<file path="config.mk">
export PLATFORM = sky130hd
export DESIGN_NAME = mux2_1_2bit_arbiter
export DESIGN_NICKNAME = d
export VERILOG_FILES = /design/src/rtl/mux2_1_2bit_arbiter.sv
export SDC_FILE = /design/constraint.sdc
export NUM_CORES = 1
export LEC_CHECK = 0
export BUFFER_PORTS_ARGS = -buffer_cell sky130_fd_sc_hd__buf_2
export CORE_AREA = 2 2 39 41
export CTS_CLUSTER_DIAMETER = 40
export CTS_CLUSTER_SIZE = 16
export DETAILED_ROUTE_END_ITERATION = 8
export DIE_AREA = 0 0 41 43
export PLACE_DENSITY = 0.75
export SYNTH_ARGS = -nofsm -noshare
export SYNTH_HDL_FRONTEND = slang
export SYNTH_SLANG_ARGS = --single-unit
</file>
<file path="constraint.sdc">
create_clock -name clk -period 2.5 [get_ports clk]
set_clock_uncertainty 0.15 [all_clocks]
set_input_delay 0.25 -clock clk [delete_from_list [all_inputs] [get_ports clk]]
set_output_delay 0.25 -clock clk [all_outputs]
set_load 0.005 [all_outputs]
</file>
<file path="src/rtl/mux2_1_2bit_arbiter.sv">
// Round-robin arbiter for two valid/ready requesters sharing one registered 2:1 mux output.
// Define MUX_ARB_STATS_EN to add saturating per-requester grant counters (grant_cnt0/1).
module mux2_1_2bit_arbiter #(
  parameter int WIDTH     = 2,
  parameter int MAX_BURST = 4,
  parameter int CNT_W     = 8
) (
  input  logic             clk,
  input  logic             reset_L,
  input  logic             req0_valid,
  input  logic [WIDTH-1:0] req0_data,
  output logic             req0_ready,
  input  logic             req1_valid,
  input  logic [WIDTH-1:0] req1_data,
  output logic             req1_ready,
  output logic             out_valid,
  output logic [WIDTH-1:0] out_data,
  input  logic             out_ready,
  output logic             selec,
  output logic             busy
`ifdef MUX_ARB_STATS_EN
  ,
  output logic [CNT_W-1:0] grant_cnt0,
  output logic [CNT_W-1:0] grant_cnt1
`endif
);

  localparam int BC_W = $clog2(MAX_BURST + 1);

  typedef enum logic [1:0] {IDLE, GRANT0, GRANT1} state_t;

  state_t           r_state;
  logic             r_last_grant;
  logic [BC_W-1:0]  r_beat_cnt;
  logic             r_out_valid;
  logic [WIDTH-1:0] r_out_data;

  logic             w_granted;
  logic             w_gnt_id;
  logic             w_out_free;
  logic             w_own_valid;
  logic             w_oth_valid;
  logic [WIDTH-1:0] w_own_data;
  logic             w_xfer;
  logic [BC_W-1:0]  w_cnt_inc;
  logic             w_burst_done;
  logic             w_release;
  logic             w_enter;
  logic             w_enter_id;

  assign w_granted    = (r_state != IDLE);
  assign w_gnt_id     = (r_state == GRANT1);
  assign w_out_free   = !r_out_valid || out_ready;
  assign w_own_valid  = w_gnt_id ? req1_valid : req0_valid;
  assign w_oth_valid  = w_gnt_id ? req0_valid : req1_valid;
  assign w_own_data   = w_gnt_id ? req1_data : req0_data;

  assign req0_ready   = (r_state == GRANT0) && w_out_free;
  assign req1_ready   = (r_state == GRANT1) && w_out_free;
  assign w_xfer       = (req0_valid && req0_ready) || (req1_valid && req1_ready);

  assign w_cnt_inc    = r_beat_cnt + BC_W'(1);
  assign w_burst_done = w_xfer && (w_cnt_inc == BC_W'(MAX_BURST));
  assign w_release    = !w_own_valid || w_burst_done;

  // Next grant target: fresh arbitration from IDLE, or hand-over / re-grant on release.
  always_comb begin
    w_enter    = 1'b0;
    w_enter_id = 1'b0;
    case (r_state)
      IDLE: begin
        w_enter    = req0_valid || req1_valid;
        w_enter_id = (req0_valid && req1_valid) ? !r_last_grant : req1_valid;
      end
      GRANT0, GRANT1: begin
        if (w_release) begin
          if (w_oth_valid) begin
            w_enter    = 1'b1;
            w_enter_id = !w_gnt_id;
          end else if (w_burst_done) begin
            w_enter    = 1'b1;
            w_enter_id = w_gnt_id;
          end
        end
      end
      default: ;
    endcase
  end

  always_ff @(posedge clk or negedge reset_L) begin
    if (!reset_L) begin
      r_state      <= IDLE;
      r_last_grant <= 1'b1;
      r_beat_cnt   <= '0;
      r_out_valid  <= 1'b0;
      r_out_data   <= '0;
    end else begin
      if (w_enter) begin
        r_state      <= w_enter_id ? GRANT1 : GRANT0;
        r_last_grant <= w_enter_id;
        r_beat_cnt   <= '0;
      end else if (w_granted && w_release) begin
        r_state      <= IDLE;
        r_beat_cnt   <= '0;
      end else if (w_xfer) begin
        r_beat_cnt   <= w_cnt_inc;
      end

      if (w_xfer) begin
        r_out_data  <= w_own_data;
        r_out_valid <= 1'b1;
      end else if (out_ready) begin
        r_out_valid <= 1'b0;
      end
    end
  end

  assign out_valid = r_out_valid;
  assign out_data  = r_out_data;
  assign selec     = w_gnt_id;
  assign busy      = w_granted;

`ifdef MUX_ARB_STATS_EN
  logic [CNT_W-1:0] r_grant_cnt0;
  logic [CNT_W-1:0] r_grant_cnt1;

  // Counts every grant entry, including a re-grant after a full burst.
  always_ff @(posedge clk or negedge reset_L) begin
    if (!reset_L) begin
      r_grant_cnt0 <= '0;
      r_grant_cnt1 <= '0;
    end else if (w_enter) begin
      if (!w_enter_id && (r_grant_cnt0 != '1)) r_grant_cnt0 <= r_grant_cnt0 + CNT_W'(1);
      if (w_enter_id && (r_grant_cnt1 != '1))  r_grant_cnt1 <= r_grant_cnt1 + CNT_W'(1);
    end
  end

  assign grant_cnt0 = r_grant_cnt0;
  assign grant_cnt1 = r_grant_cnt1;
`else
  logic w_unused_cnt_w;
  assign w_unused_cnt_w = (CNT_W > 0);
`endif

endmodule

</file>
==> impl_metrics.yaml <==
outcome:
  outcome: "finished, final reports clean"
drt:
  dr_total_vias: 521
  drtPass1Iterations: 3
  drc: 0
  vias_per_cell: 5.21
  drtIter0Drc: 5
  routedWlPerCell_um: 12.3
  antenna_left: 0
  finalWirelength_um: 1230
sta:
  finalHoldWorstSlack_ps: 153
  hold_viol_final: 0
  slew_viol_final: 0
  fmax_ghz: 0.462
  slew_headroom_pct: 69.8
  timing.final.crit_period_ps: 2170
  worst_pin_slew_ps: 446
  setup_tns_ps: 0
  finalCritPeriodShare_pct: 86.6
  rsz0062_at_grt: "no"
  setup_viol: 0
floorplanning:
  core_area_um2: 1380
  dieHeight_um: 43
  start_util_pct: 45.7
  die_w_um: 41
  rows: 14
  die-area_um2: 1760
  pin_count: 16
min_path:
  hold_path_class: "in -> reg"
  hold_depth: 3
grt:
  grt_overflow: 0
  track_usage_pct: 17.3
  grt_pass1_wl_um: 2050
  antenna_found_initial: 0
  grt_pass1_vias: 502
  grt_max_degree: 12
final_layout:
  layout.area.seq_um2: 226
  antenna_cells: 0
  final_cell_mix: "buf_2 (15), dfrtp_1 (8), nor2_1 (7)"
  nNetsFinal: 100
  layout.cells.non_filler: 100
  syn_to_final_growth_pct: 19.0
  fillers: 131
  layout-drive-gt1-share_pct: 27.4
  multi_input_area_um2: 375
  final_util_pct: 54.3
  final_common_cell: "buf_2"
worst_setup_path:
  crit_fanout: 11
  endpoint_kind: "flip-flop"
  critPathBufInv: 1
  critPathRequiredTime_ps: 2490
  cpLargestDelayFamily: "compound AO/OA/AOI/OAI gates"
  crit_path_cell_trace: "inv_1, ha_1, a22oi_2, nor2_2, o2111ai_1, a31o_1"
  crit_type: "reg -> reg"
  slowest_stage: "ha_1"
  crit_arrival_ps: 2150
  critPathLaunchType: "flip-flop"
  cp_slowest_stage_delay_ps: 420
  rr_worst_depth: 6
  path_depth: 6
clocking:
  clock_path_buffers: 2
  cts.repair.resized: 0
  clk_pin_slew_ps: 60
  cts_tree: "done"
  htreeDepth: 1
  clkSinkCount: 9
  numCtsBuffers: 3
  post-cts-setup-buffer-count: 0
  clk_latency_ps: 250
  clockRootBuffer: "clkbuf_4"
yosys:
  ys_ff_latch: 9
  synth_area_um2: 632
  synth.largest_area_cell: "dfrtp_1"
  synth.distinct_cells: 32
  yosysWarnings: 0
  postSynthCellCount: 65
  synth_flop_cell: "dfrtp_1"
  synth_top_area_share_pct: 31.7
  synth.top_cells.by_area: "dfrtp_1 (32%), ha_1 (12%), mux2i_1 (4.8%)"
  synth.avg_cell_area_um2: 9.72
  synth-edff-count: 0
  async_reset_ff_share_pct: 100
  yosysSeqAreaShare_pct: 35.8
  syn-num-nets: 80
place:
  dpl.hpwl_um: 1000
  place_congestion: 0.752
  place.port_buffers: 15
  dp_cells: 95
power_and_ir_drop:
  p_per_area_nw_per_um2: 1170
  power.leakage_nw: 0.365
  ir_drop_mv: 0.546
  p_total_mw: 0.880
run:
  maxCapViolCount: 0
report_power, final:
| part | internal (mW) | switching (mW) | leakage [nW] |
|---|---|---|---|
| clock | 0.0611 | 0.0451 | 0.0150 |
| combinational | 0.238 | 0.274 | 0.240 |
| sequential | 0.219 | 0.0421 | 0.110 |
| total | 0.518 | 0.361 | 0.365 |
Yosys cell counts, types with 2 or more instances:
library cell and count:
a211oi_1 2, mux2i_1 3, dfrtp_1 8, nand2_1 2, ha_1 6, nor2_1 7, a31oi_1 2, a21oi_1 3
nand2b_1 3, and2_1 2, nor2b_1 2, inv_1 5
tightest hold or removal path, stage by stage:
cell and delay [ps]:
buf_2 90, nand2b_1 120, nand2_1 60
worst paths after layout:
check | start | endpoint | slack (ps)
max | r_state[0] | r_state[0] | 330
min | out_ready | out_valid | 150
max reg2reg | r_state[0] | r_state[0] | 330
min reg2reg | r_beat_cnt[1] | r_beat_cnt[1] | 380
max in group asynchronous | reset_L | r_last_grant | 1700
min in group asynchronous | reset_L | out_valid | 250
cells by family after synthesis:
logic type               count (synthesis)  synth area share (%)
XOR/XNOR                                 1                  1.39
AND/OR/NAND/NOR                         24                  21.2
AO/OA/AOI/OAI                           15                  17.8
buffers and inverters                    6                  4.75
multiplexers                             4                  7.13
flip-flops                               9                  35.8
adder cells (fa/ha/maj)                  6                  11.9
repair_timing:
item	in CTS	in global routing
hold buffers	1	0
endpoints found under the hold margin	9	0
setup endpoints to repair	0	0
state kept, by name (all words and copies together) (netlist names):
register,cells
r_beat_cnt,3
out_data,2
r_state,2
out_valid,1
r_last_grant,1
per-stage QoR:
step	setup slack (ps)	instance area [um^2]
floorplan	620	632
global placement	452	716
detailed placement	339	716
CTS	332	752
global route	133	752
finish	334	752
cell type report:
class,count,area share [%]
inverters,5,2.50
well taps,16,2.66
clock buffers,4,3.49
multi-input cells,50,49.9
repair buffers,16,11.3
flip-flops and latches,9,30.1
metal layers:
layer	vias up	wire length [um]	part of all wire, %	track usage (%)
met2	5	639	52	29.4
met5	-	0	0	0
li1	270	-	-	-
met1	246	553	45	20.5
met4	0	0	0	6.00
met3	0	32	2.6	3.14
No activity file was read; power rests on OpenSTA's default activity.
